<file path="src/rtl/goldschmidt_div_seq_pkg.sv">
// Shared types and constants for the Goldschmidt significand divider.
// The seed table function is used only when GS_SEED_LUT_EN is defined.
package goldschmidt_div_seq_pkg;

  typedef enum logic [2:0] {
    S_IDLE,
    S_SCALE_N,
    S_SCALE_D,
    S_ITER_N,
    S_ITER_D,
    S_DONE
  } gs_state_t;

  // Initial scale factor 0.75 in the internal Q2.(iw-2) format.
  function automatic logic [63:0] k0_const(input int unsigned iw);
    return 64'd3 << (iw - 4);
  endfunction

  // Reciprocal of the midpoint of seed interval idx, rounded to lut_bits+2
  // fraction bits and then aligned to Q2.(iw-2).
  // midpoint = 1 + (2*idx+1)/2^(lut_bits+1), so 1/midpoint = 2^(L+1)/(2^(L+1)+2*idx+1).
  function automatic logic [63:0] seed_lut(input int unsigned idx,
                                           input int unsigned lut_bits,
                                           input int unsigned iw);
    longint unsigned num;
    longint unsigned den;
    longint unsigned k;
    num = 64'd1 << (2 * lut_bits + 3);
    den = (64'd1 << (lut_bits + 1)) + 64'(2 * idx + 1);
    k   = (2 * num + den) / (2 * den);
    return 64'(k) << (iw - 2 - (lut_bits + 2));
  endfunction

endpackage

</file>
<file path="src/rtl/goldschmidt_div_seq_if.sv">
// Start/done request bundle between the FP divide controller and the
// significand divider. The controller is the master, the divider the slave.
interface goldschmidt_div_seq_if #(
  parameter int unsigned WIDTH = 24
);
  logic             start;
  logic [WIDTH-1:0] numerator;
  logic [WIDTH-1:0] denominator;
  logic             busy;
  logic             done;
  logic [WIDTH-1:0] quotient;
  logic             dz;

  modport master (
    output start, numerator, denominator,
    input  busy, done, quotient, dz
  );

  modport slave (
    input  start, numerator, denominator,
    output busy, done, quotient, dz
  );
endinterface

</file>
<file path="src/rtl/goldschmidt_div_seq_datapath.sv">
// Goldschmidt datapath: N/D/K registers, one shared multiplier used for N on
// one cycle and D on the next, and the 2-D correction term.
// GS_SEED_LUT_EN selects a denominator-indexed seed table for K0 (and adds
// the LUT_BITS parameter); otherwise K0 is the constant 0.75.
module goldschmidt_div_seq_datapath
  import goldschmidt_div_seq_pkg::*;
#(
  parameter int unsigned WIDTH = 24,
  parameter int unsigned GUARD = 4
`ifdef GS_SEED_LUT_EN
  ,
  parameter int unsigned LUT_BITS = 4
`endif
) (
  input  logic             clk,
  input  logic             reset,
  input  logic             i_load,
  input  logic             i_step_n,
  input  logic             i_step_d,
  input  logic [WIDTH-1:0] i_num,
  input  logic [WIDTH-1:0] i_den,
  output logic [WIDTH-1:0] o_quo
);

  localparam int unsigned   IW  = WIDTH + GUARD + 1;
  localparam logic [IW-1:0] TWO = {1'b1, {(IW-1){1'b0}}};

  logic [IW-1:0]   r_n;
  logic [IW-1:0]   r_d;
  logic [IW-1:0]   r_k;
  logic [IW-1:0]   w_k0;
  logic [IW-1:0]   w_mul_a;
  logic [IW-1:0]   w_mul_q;
  logic [IW-1:0]   w_two_minus;
  logic [2*IW-1:0] w_prod;

  // Q1.(WIDTH-1) operand into Q2.(IW-2): one zero integer bit above, GUARD zeros below.
  function automatic logic [IW-1:0] ext_op(input logic [WIDTH-1:0] x);
    return {1'b0, x, {GUARD{1'b0}}};
  endfunction

  // Drop the guard bits; anything at or above 2.0 saturates to all-ones.
  function automatic logic [WIDTH-1:0] sat_quo(input logic [IW-1:0] n);
    if (n[IW-1]) return '1;
    return WIDTH'(n[IW-2:0] >> GUARD);
  endfunction

`ifdef GS_SEED_LUT_EN
  logic [IW-1:0] w_lut [2**LUT_BITS];
  for (genvar gi = 0; gi < 2**LUT_BITS; gi++) begin : g_lut
    localparam logic [63:0] ENTRY = seed_lut(gi, LUT_BITS, IW);
    assign w_lut[gi] = ENTRY[IW-1:0];
  end
  // The leading 1 of a valid divisor is implied; index with the bits below it.
  assign w_k0 = w_lut[i_den[WIDTH-2 -: LUT_BITS]];
`else
  localparam logic [63:0] K0_WIDE = k0_const(IW);
  assign w_k0 = K0_WIDE[IW-1:0];
`endif

  // Shared multiplier: the D step uses D, every other step uses N; K is the common factor.
  assign w_mul_a     = i_step_d ? r_d : r_n;
  assign w_prod      = {{IW{1'b0}}, w_mul_a} * {{IW{1'b0}}, r_k};
  // Q4 product realigned to Q2 by truncation; the two top integer bits are dropped.
  assign w_mul_q     = IW'(w_prod >> (IW - 2));
  assign w_two_minus = TWO - w_mul_q;

  // Load operands and seed on accept, then refine N and D/K on alternate cycles.
  always_ff @(posedge clk or posedge reset) begin
    if (reset) begin
      r_n <= '0;
      r_d <= '0;
      r_k <= '0;
    end else if (i_load) begin
      r_n <= ext_op(i_num);
      r_d <= ext_op(i_den);
      r_k <= w_k0;
    end else if (i_step_n) begin
      r_n <= w_mul_q;
    end else if (i_step_d) begin
      r_d <= w_mul_q;
      r_k <= w_two_minus;
    end
  end

  assign o_quo = sat_quo(r_n);

endmodule

</file>
<file path="src/rtl/goldschmidt_div_seq.sv">
// Iterative Goldschmidt divider for normalised significands with start/done
// handshake. One accepted request runs SCALE_N, SCALE_D, ITERS x (ITER_N,
// ITER_D) and DONE; a divisor without its leading 1 skips straight to DONE
// and reports dz. Optional seed table: define GS_SEED_LUT_EN (adds LUT_BITS).
module goldschmidt_div_seq
  import goldschmidt_div_seq_pkg::*;
#(
  parameter int unsigned WIDTH = 24,
  parameter int unsigned GUARD = 4,
  parameter int unsigned ITERS = 5
`ifdef GS_SEED_LUT_EN
  ,
  parameter int unsigned LUT_BITS = 4
`endif
) (
  input logic                  clk,
  input logic                  reset,
  goldschmidt_div_seq_if.slave bus
);

  localparam int unsigned      CNT_W     = (ITERS > 1) ? $clog2(ITERS) : 1;
  localparam logic [CNT_W-1:0] LAST_ITER = CNT_W'(ITERS - 1);

  gs_state_t        r_state;
  logic [CNT_W-1:0] r_iter;
  logic             r_busy;
  logic             r_done;
  logic             r_dz;
  logic             r_dz_pend;
  logic [WIDTH-1:0] r_quotient;

  logic             w_accept;
  logic             w_den_ok;
  logic             w_step_n;
  logic             w_step_d;
  logic [WIDTH-1:0] w_q;

  assign w_accept = (r_state == S_IDLE) && bus.start;
  assign w_den_ok = bus.denominator[WIDTH-1];
  assign w_step_n = (r_state == S_SCALE_N) || (r_state == S_ITER_N);
  assign w_step_d = (r_state == S_SCALE_D) || (r_state == S_ITER_D);

  goldschmidt_div_seq_datapath #(
    .WIDTH    (WIDTH),
    .GUARD    (GUARD)
`ifdef GS_SEED_LUT_EN
    ,
    .LUT_BITS (LUT_BITS)
`endif
  ) u_dp (
    .clk      (clk),
    .reset    (reset),
    .i_load   (w_accept),
    .i_step_n (w_step_n),
    .i_step_d (w_step_d),
    .i_num    (bus.numerator),
    .i_den    (bus.denominator),
    .o_quo    (w_q)
  );

  // Sequencer with registered busy/done/quotient/dz; requests are taken only in IDLE.
  always_ff @(posedge clk or posedge reset) begin
    if (reset) begin
      r_state    <= S_IDLE;
      r_iter     <= '0;
      r_busy     <= 1'b0;
      r_done     <= 1'b0;
      r_dz       <= 1'b0;
      r_dz_pend  <= 1'b0;
      r_quotient <= '0;
    end else begin
      r_done <= 1'b0;
      unique case (r_state)
        S_IDLE: begin
          // busy drops here after the done cycle unless a new request arrives
          r_busy <= bus.start;
          if (bus.start) begin
            r_iter    <= '0;
            r_dz_pend <= ~w_den_ok;
            r_state   <= w_den_ok ? S_SCALE_N : S_DONE;
          end
        end
        S_SCALE_N: r_state <= S_SCALE_D;
        S_SCALE_D: r_state <= S_ITER_N;
        S_ITER_N:  r_state <= S_ITER_D;
        S_ITER_D: begin
          if (r_iter == LAST_ITER) begin
            r_state <= S_DONE;
          end else begin
            r_iter  <= r_iter + 1'b1;
            r_state <= S_ITER_N;
          end
        end
        S_DONE: begin
          r_done     <= 1'b1;
          r_dz       <= r_dz_pend;
          r_quotient <= r_dz_pend ? '1 : w_q;
          r_state    <= S_IDLE;
        end
        default: r_state <= S_IDLE;
      endcase
    end
  end

  assign bus.busy     = r_busy;
  assign bus.done     = r_done;
  assign bus.quotient = r_quotient;
  assign bus.dz       = r_dz;

endmodule

</file>
<file path="src/flat_wrapper.sv">
// flat-port wrapper written by rule: the top's interface ports become plain ports
module goldschmidt_div_seq_flat import goldschmidt_div_seq_pkg::*;
#(
  parameter int unsigned WIDTH = 24,
  parameter int unsigned GUARD = 4,
  parameter int unsigned ITERS = 5

)
  (clk, reset, bus_start, bus_numerator, bus_denominator, bus_busy, bus_done, bus_quotient, bus_dz);
  goldschmidt_div_seq_if #(.WIDTH(WIDTH)) bus_i ();
  input logic clk;
  input logic reset;
  input wire logic [$bits(bus_i.start)-1:0] bus_start;
  input wire logic [$bits(bus_i.numerator)-1:0] bus_numerator;
  input wire logic [$bits(bus_i.denominator)-1:0] bus_denominator;
  output wire logic [$bits(bus_i.busy)-1:0] bus_busy;
  output wire logic [$bits(bus_i.done)-1:0] bus_done;
  output wire logic [$bits(bus_i.quotient)-1:0] bus_quotient;
  output wire logic [$bits(bus_i.dz)-1:0] bus_dz;
  assign bus_i.start = bus_start;
  assign bus_i.numerator = bus_numerator;
  assign bus_i.denominator = bus_denominator;
  assign bus_busy = bus_i.busy;
  assign bus_done = bus_i.done;
  assign bus_quotient = bus_i.quotient;
  assign bus_dz = bus_i.dz;
  goldschmidt_div_seq #(.WIDTH(WIDTH), .GUARD(GUARD), .ITERS(ITERS)) u_core (.clk(clk), .reset(reset), .bus(bus_i));
endmodule
</file>
<file path="config.mk">
export PLATFORM = sky130hd
export DESIGN_NAME = goldschmidt_div_seq_flat
export DESIGN_NICKNAME = d
export VERILOG_FILES = /design/src/rtl/goldschmidt_div_seq_pkg.sv /design/src/rtl/goldschmidt_div_seq_if.sv /design/src/rtl/goldschmidt_div_seq_datapath.sv /design/src/rtl/goldschmidt_div_seq.sv /design/src/flat_wrapper.sv
export SDC_FILE = /design/constraint.sdc
export NUM_CORES = 2
export LEC_CHECK = 0
export CAP_MARGIN = 30
export CORE_ASPECT_RATIO = 2
export CORE_MARGIN = 5
export CORE_UTILIZATION = 45
export DETAILED_ROUTE_END_ITERATION = 12
export PLACE_DENSITY = 0.61
export SYNTH_ARGS = -nofsm -noshare
export SYNTH_HDL_FRONTEND = slang
export SYNTH_HIERARCHICAL = 1
export SYNTH_SLANG_ARGS = --single-unit
</file>
<file path="constraint.sdc">
create_clock -name clk -period 19.94 [get_ports clk]
set_clock_uncertainty 0.2 [all_clocks]
set_input_delay 4.985 -clock clk [delete_from_list [all_inputs] [get_ports clk]]
set_output_delay 4.985 -clock clk [all_outputs]
set_load 0.01 [all_outputs]
</file>
# Yosys cells after proc, flatten, opt, wreduce, memory -nomap -nowiden
# Index checks and enable logic that the tools add are counted.
[word_totals] out_inout_bits=27 ff_bits=121
[classes] reduce_logical=10 muxes=21 mul=1 n_bitwise=1 addsub=2 eq_ne=9
[op_table] cell="29-bit 2-to-1 mux" count=9
[op_table] cell="24-bit 2-to-1 mux" count=3
[op_table] cell="29-bit by 29-bit multiplier with 56-bit output" count=1
[op_table] cell="29-bit subtractor, first input constant" count=1
[op_table] cell="3-bit 2-to-1 mux" count=5
[op_table] cell="3-bit one-hot mux with 5 select lines" count=1
[op_table] cell="3-bit == test, second input constant" count=3
[op_table] cell="3-bit by 2-bit == test with 1-bit output, second input constant" count=2
[op_table] cell="2-bit != test, second input constant" count=3
[op_table] cell="3-bit one-hot mux with 2 select lines" count=1
[op_table] cell="2-bit nonzero test" count=3
[op_table] cell="2-bit AND reduction" count=2
[op_table] cell="3-bit by 1-bit adder with 3-bit output, second input constant" count=1
[op_table] cell="3-bit by 1-bit == test with 1-bit output, second input constant" count=1
[op_table] cell="3-bit logical NOT" count=1
[op_table] cell="3-bit AND reduction" count=1
[op_table] cell="1-bit logical OR" count=2
[op_table] cell="1-bit 2-to-1 mux" count=2
[op_table] cell="1-bit logical AND" count=1
[op_table] cell="1-bit NOT" count=1

# Depth between registers and ports, before layout
[logic_depth] depth_word=8 ltp_mapped=39

# Modules after synthesis
# Netlist, hierarchy kept.
[modules_own_cells] module="goldschmidt_div_seq_datapath" instances=1 seq_area_each_um2=2152.1 area_per_inst_um2=32489.9 cells_per_inst=3691
[modules_own_cells] module="goldschmidt_div_seq" instances=1 seq_area_each_um2=850.8 area_per_inst_um2=1478.9 cells_per_inst=160

# Least setup slack after synthesis
# Ideal clock, no wire load.
[synth_timing] path_kind="reg2reg" start="register u_core.r_state[1]" end="register u_core.u_dp.r_k[28]" arrival_ps=9250 path_stages_with_launch=36 synth_period_minus_slack_ps=9555 path_slack_ps=10385 path_cell_list="dfrtp_1 -> buf_2 -> xnor2_1 -> nor2_1 -> buf_6 -> clkbuf_1 -> mux2_2 -> clkbuf_1 -> clkbuf_1 -> nand2_1 -> fa_1 -> inv_1 -> fa_1 -> inv_1 -> fa_1 -> inv_1 -> fa_1 -> fa_1 -> fa_1 -> fa_1 -> inv_1 -> fa_1 -> inv_1 -> ha_1 -> buf_4 -> nand2_2 -> nor4_4 -> and3b_1 -> or4_4 -> or3_4 -> a21boi_2 -> o32ai_2 -> a2111oi_4 -> nand3_2 -> or4_1 -> o311ai_1"
[synth_via] elab_chain_len=8 elab_cells_between_ends=17
[synth_rtl] item="start: declaration" line_no="goldschmidt_div_seq.sv:24" rtl="gs_state_t r_state;"
[synth_rtl] item="start signal: assignment" line_no="goldschmidt_div_seq.sv:80" rtl="r_state <= w_den_ok ? S_SCALE_N : S_DONE;"
[synth_rtl] item="3-bit by 2-bit == test with 1-bit output / 3-bit == test (equally long branches)" line_no="goldschmidt_div_seq.sv:41" rtl="assign w_step_d = (r_state == S_SCALE_D) || (r_state == S_ITER_D);"
[synth_rtl] item="1-bit logical OR (*)" line_no="goldschmidt_div_seq.sv:41"
[synth_rtl] item="via u_core.w_step_d" line_no="goldschmidt_div_seq.sv:35" rtl="logic w_step_d;"
[synth_rtl] item="29-bit 2-to-1 mux" line_no="goldschmidt_div_seq_datapath.sv:62" rtl="assign w_mul_a = i_step_d ? r_d : r_n;"
[synth_rtl] item="29-bit by 29-bit multiplier with 56-bit output" line_no="goldschmidt_div_seq_datapath.sv:63" rtl="assign w_prod = {{IW{1'b0}}, w_mul_a} * {{IW{1'b0}}, r_k};"
[synth_rtl] item="29-bit subtractor" line_no="goldschmidt_div_seq_datapath.sv:66" rtl="assign w_two_minus = TWO - w_mul_q;"
[synth_rtl] item="29-bit 2-to-1 mux" line_no="goldschmidt_div_seq_datapath.sv:80" rtl="end else if (i_step_d) begin"
[synth_rtl] item="29-bit 2-to-1 mux" line_no="goldschmidt_div_seq_datapath.sv:78" rtl="end else if (i_step_n) begin"
[synth_rtl] item="29-bit 2-to-1 mux" line_no="goldschmidt_div_seq_datapath.sv:74" rtl="end else if (i_load) begin"
[synth_rtl] item="end signal: assignment" line_no="goldschmidt_div_seq_datapath.sv:77" rtl="r_k <= w_k0;"
[synth_rtl] item="end signal: assignment" line_no="goldschmidt_div_seq_datapath.sv:82" rtl="r_k <= w_two_minus;"
[synth_rtl] item="end: declaration" line_no="goldschmidt_div_seq_datapath.sv:30" rtl="logic [IW-1:0] r_k;"
# The timed path passes the listed nets; every way through them passes the cells marked *. The select of a mux whose other input is x is not followed.
# A chain may end at the register's enable or synchronous reset.

# Worst setup path in the final report
[layout_timing] start="register u_core.r_state[2]" end="register u_core.u_dp.r_k[28]"
# The elaborated chain is that of the path after synthesis.

==> flow_summary_export.csv <==
group,metric,value,unit
logic_synthesis,synth-seq-area-share,8.84,%
critical_path,r2r_cells,29,
critical_path,criticalPathCategory,"reg2reg",
clock_network,h-tree-depth,4,
die,num_rows,142,
clock_network,cts_buffers,17,
logic_synthesis,ys_async_sr_fraction,100,%
critical_path,crit_required,20.05,ns
global_routing,grt_pass1_wl,160000,um
clock_network,clk_pin_slew,0.06,ns
logic_synthesis,yosysMostFrequentCell,"inv_1",
critical_path,critPathArrivalTime,11.27,ns
critical_path,slowest_delay,0.74,ns
timing,finalMaxSlewViolations,0,
clock_network,cts_resized,0,
finish,drive_above_1_share,4.97,%
clock_network,clkLatencyLatePin,0.42,ns
critical_path,timing.rr.end,"u_core/u_dp/r_k[28]$_DFFE_PP0P_",
die,ios,78,
critical_path,cp_top_family,"adder cells",
die,die_w,204,um
critical_path,worstSetupEndpointType,"flop",
run_status,status,"completed",
logic_synthesis,syn-num-nets,4856,
timing,relSlewSlack,33.0,%
routing,vias_per_cell,5.40,
logic_synthesis,synth_largest_area_cell,"fa_1",
logic_synthesis,synth_area_leaders,"fa_1, dfrtp_1, inv_1",
routing,drc,0,
critical_path,rrSetupSlack,8.78,ns
routing,antenna_left,0,
logic_synthesis,synthTopCellsByCount,"inv_1, fa_1, nand2_1",
global_routing,grt_pass1_vias,29201,
hold_path,hold_class,"reg2reg",
critical_path,cpMaxStageDelayCell,"dfrtp_1",
logic_synthesis,synthFlopType,"dfrtp_1",
critical_path,endpoint,"u_core/u_dp/r_k[28]$_DFFE_PP0P_",
routing,vias,25899,
routing,drt_pre_antenna_iters,5,
timing,setup_viol,0,
timing,clock.fmax,0.0896,GHz
finish,instances_no_fill,4794,
job,drv_cap,0,
finish,fin_nets,4774,
place,place.port_buffers,77,
logic_synthesis,yosysWarnings,6,
clock_network,cts_setup_buffers,0,
clock_network,clockBufferDepth,2,
critical_path,crit_path_frequent_cell,"fa_1",
die,dieArea,81400,um^2
place,placedCellCount,4757,
place,hpwl,80100,um
critical_path,cp_num_cells,29,
finish,fill_cells,7415,
timing,rsz0062_at_grt,"false",
die,core,75000,um^2
clock_network,cts_tree,"built",
critical_path,crit_buf_inv,5,
logic_synthesis,ys_types,95,
logic_synthesis,synth_seq_cells,120,
global_routing,grt_max_degree,99,
routing,drt_iter0_markers,1191,
global_routing,grt-ovfl-total,0,
logic_synthesis,syn_inst,3851,
die,die_y,399,um
clock_network,cts_root_buffer,"clkbuf_16",
logic_synthesis,synth_top_area_share,42.6,%
logic_synthesis,syn_area_per_cell,8.82,um^2
critical_path,crit_start,"u_core/r_state[2]$_DFFE_PP0P_",
global_routing,grt_use_total,25.4,%
clock_network,clock_sinks,120,
critical_path,reg2reg_from,"u_core/r_state[2]$_DFFE_PP0P_",
timing,period_minus_slack,11.16,ns
timing,finalSetupTns,0,ns
routing,totalWireLength,100000,um
timing,period_share,56.0,%
timing,tightest_slew,0.997,ns
critical_path,cp_max_fo,37,
clock_network,postCtsHoldBufs,0,
critical_path,startpoint_type,"flop",
die,initial_core_util,45.3,%
place,place.gp.congestion,0.909,
routing,wire_per_inst,20.9,um
global_routing,antenna_found_initial,3,
finish,areaGrowthSynthToFinish,6.71,%
timing,hold_viol,0,
logic_synthesis,synth_edf_count,0,
logic_synthesis,synth_area,34000,um^2
worst min-delay path by stage:
| stage | startpoint | end | slack [ns] | cells after the start |
|---|---|---|---|---|
| after floorplan | u_core/u_dp/r_n[2]$_DFFE_PP0P_ | u_core/u_dp/r_n[2]$_DFFE_PP0P_ | 0.28 | 2 |
| after global placement | u_core/bus.quotient[3]$_DFFE_PP0P_ | u_core/bus.quotient[3]$_DFFE_PP0P_ | 0.26 | 2 |
| after detailed placement | u_core/bus.quotient[19]$_DFFE_PP0P_ | u_core/bus.quotient[19]$_DFFE_PP0P_ | 0.27 | 2 |
| after CTS | u_core/bus.quotient[5]$_DFFE_PP0P_ | u_core/bus.quotient[5]$_DFFE_PP0P_ | 0.29 | 2 |
| after global routing | u_core/bus.quotient[19]$_DFFE_PP0P_ | u_core/bus.quotient[19]$_DFFE_PP0P_ | 0.32 | 2 |
| final | u_core/bus.quotient[5]$_DFFE_PP0P_ | u_core/bus.quotient[5]$_DFFE_PP0P_ | 0.28 | 2 |
layout by cell type, fill, tap and decap left out, drive strengths merged, types with 25 or more instances in the layout:
master / netlist / routed
and2: 405 / 405
clkdlybuf4s50: 0 / 77
xnor2: 33 / 33
ha: 232 / 232
nand3: 38 / 38
mux2: 30 / 30
nand4: 25 / 25
dfrtp: 120 / 120
or2: 25 / 25
nand2: 595 / 595
nor2: 97 / 97
buf: 18 / 61
a21oi: 103 / 103
inv: 788 / 789
mux2i: 41 / 41
fa: 722 / 722
o21ai: 132 / 132
metal layers:
layer	routed length, um	share of wire [%]	GRT usage [%]
met5	0	0	0
met2	58200	58	51.0
met1	32000	32	25.5
met3	3510	3.5	1.77
met4	6510	6.5	13.4
cell families after synthesis:
group	after synthesis	share of synthesized area, %
AO/OA/AOI/OAI	350	6.41
buffers and inverters	1028	11.5
XOR/XNOR	44	1.13
AND/OR/NAND/NOR	1284	18.8
multiplexers	71	2.24
adder cells (fa/ha/maj)	954	51.1
flip-flops	120	8.84
tightest hold or removal path, stage by stage (launching register included):
cell and delay, ns:
dfrtp_1 0.34, nand2_1 0.04, o21ai_0 0.06
cell type report:
class	count	area, um^2	share of cell area, %
diodes	4	10.0	0.0276
clock buffers	19	453	1.25
clock inverters	13	170	0.469
inverters	789	2960	8.17
multi-input cells	2703	27100	74.8
flip-flops and latches	120	3010	8.29
well taps	1008	1260	3.48
repair buffers	138	1280	3.52
registers in the layout, indices dropped and copies added, names as in the netlist:
signal / flops
u_core/u_dp/r_d: 29
u_core/bus.quotient: 24
u_core/bus.busy: 1
u_core/u_dp/r_n: 29
u_core/r_dz_pend: 1
u_core/r_state: 3
u_core/bus.dz: 1
u_core/u_dp/r_k: 28
u_core/bus.done: 1
u_core/r_iter: 3
stage by stage:
step                      utilization [%]  hold WS (ns)  setup WS [ns]  instance area (um^2)
final                                48.3         0.284           8.78                 36200
after global routing                 48.3         0.318           8.27                 36200
after CTS                            48.3         0.288           8.73                 36200
after detailed placement             47.5         0.274           8.79                 35600
after global placement               47.4         0.265           8.82                 35500
after floorplan                         -         0.282          10.39                 34000
Power is left out: the tool's default activity adds up to more than one toggle a clock period on the data nets, which glitch-free logic cannot reach.
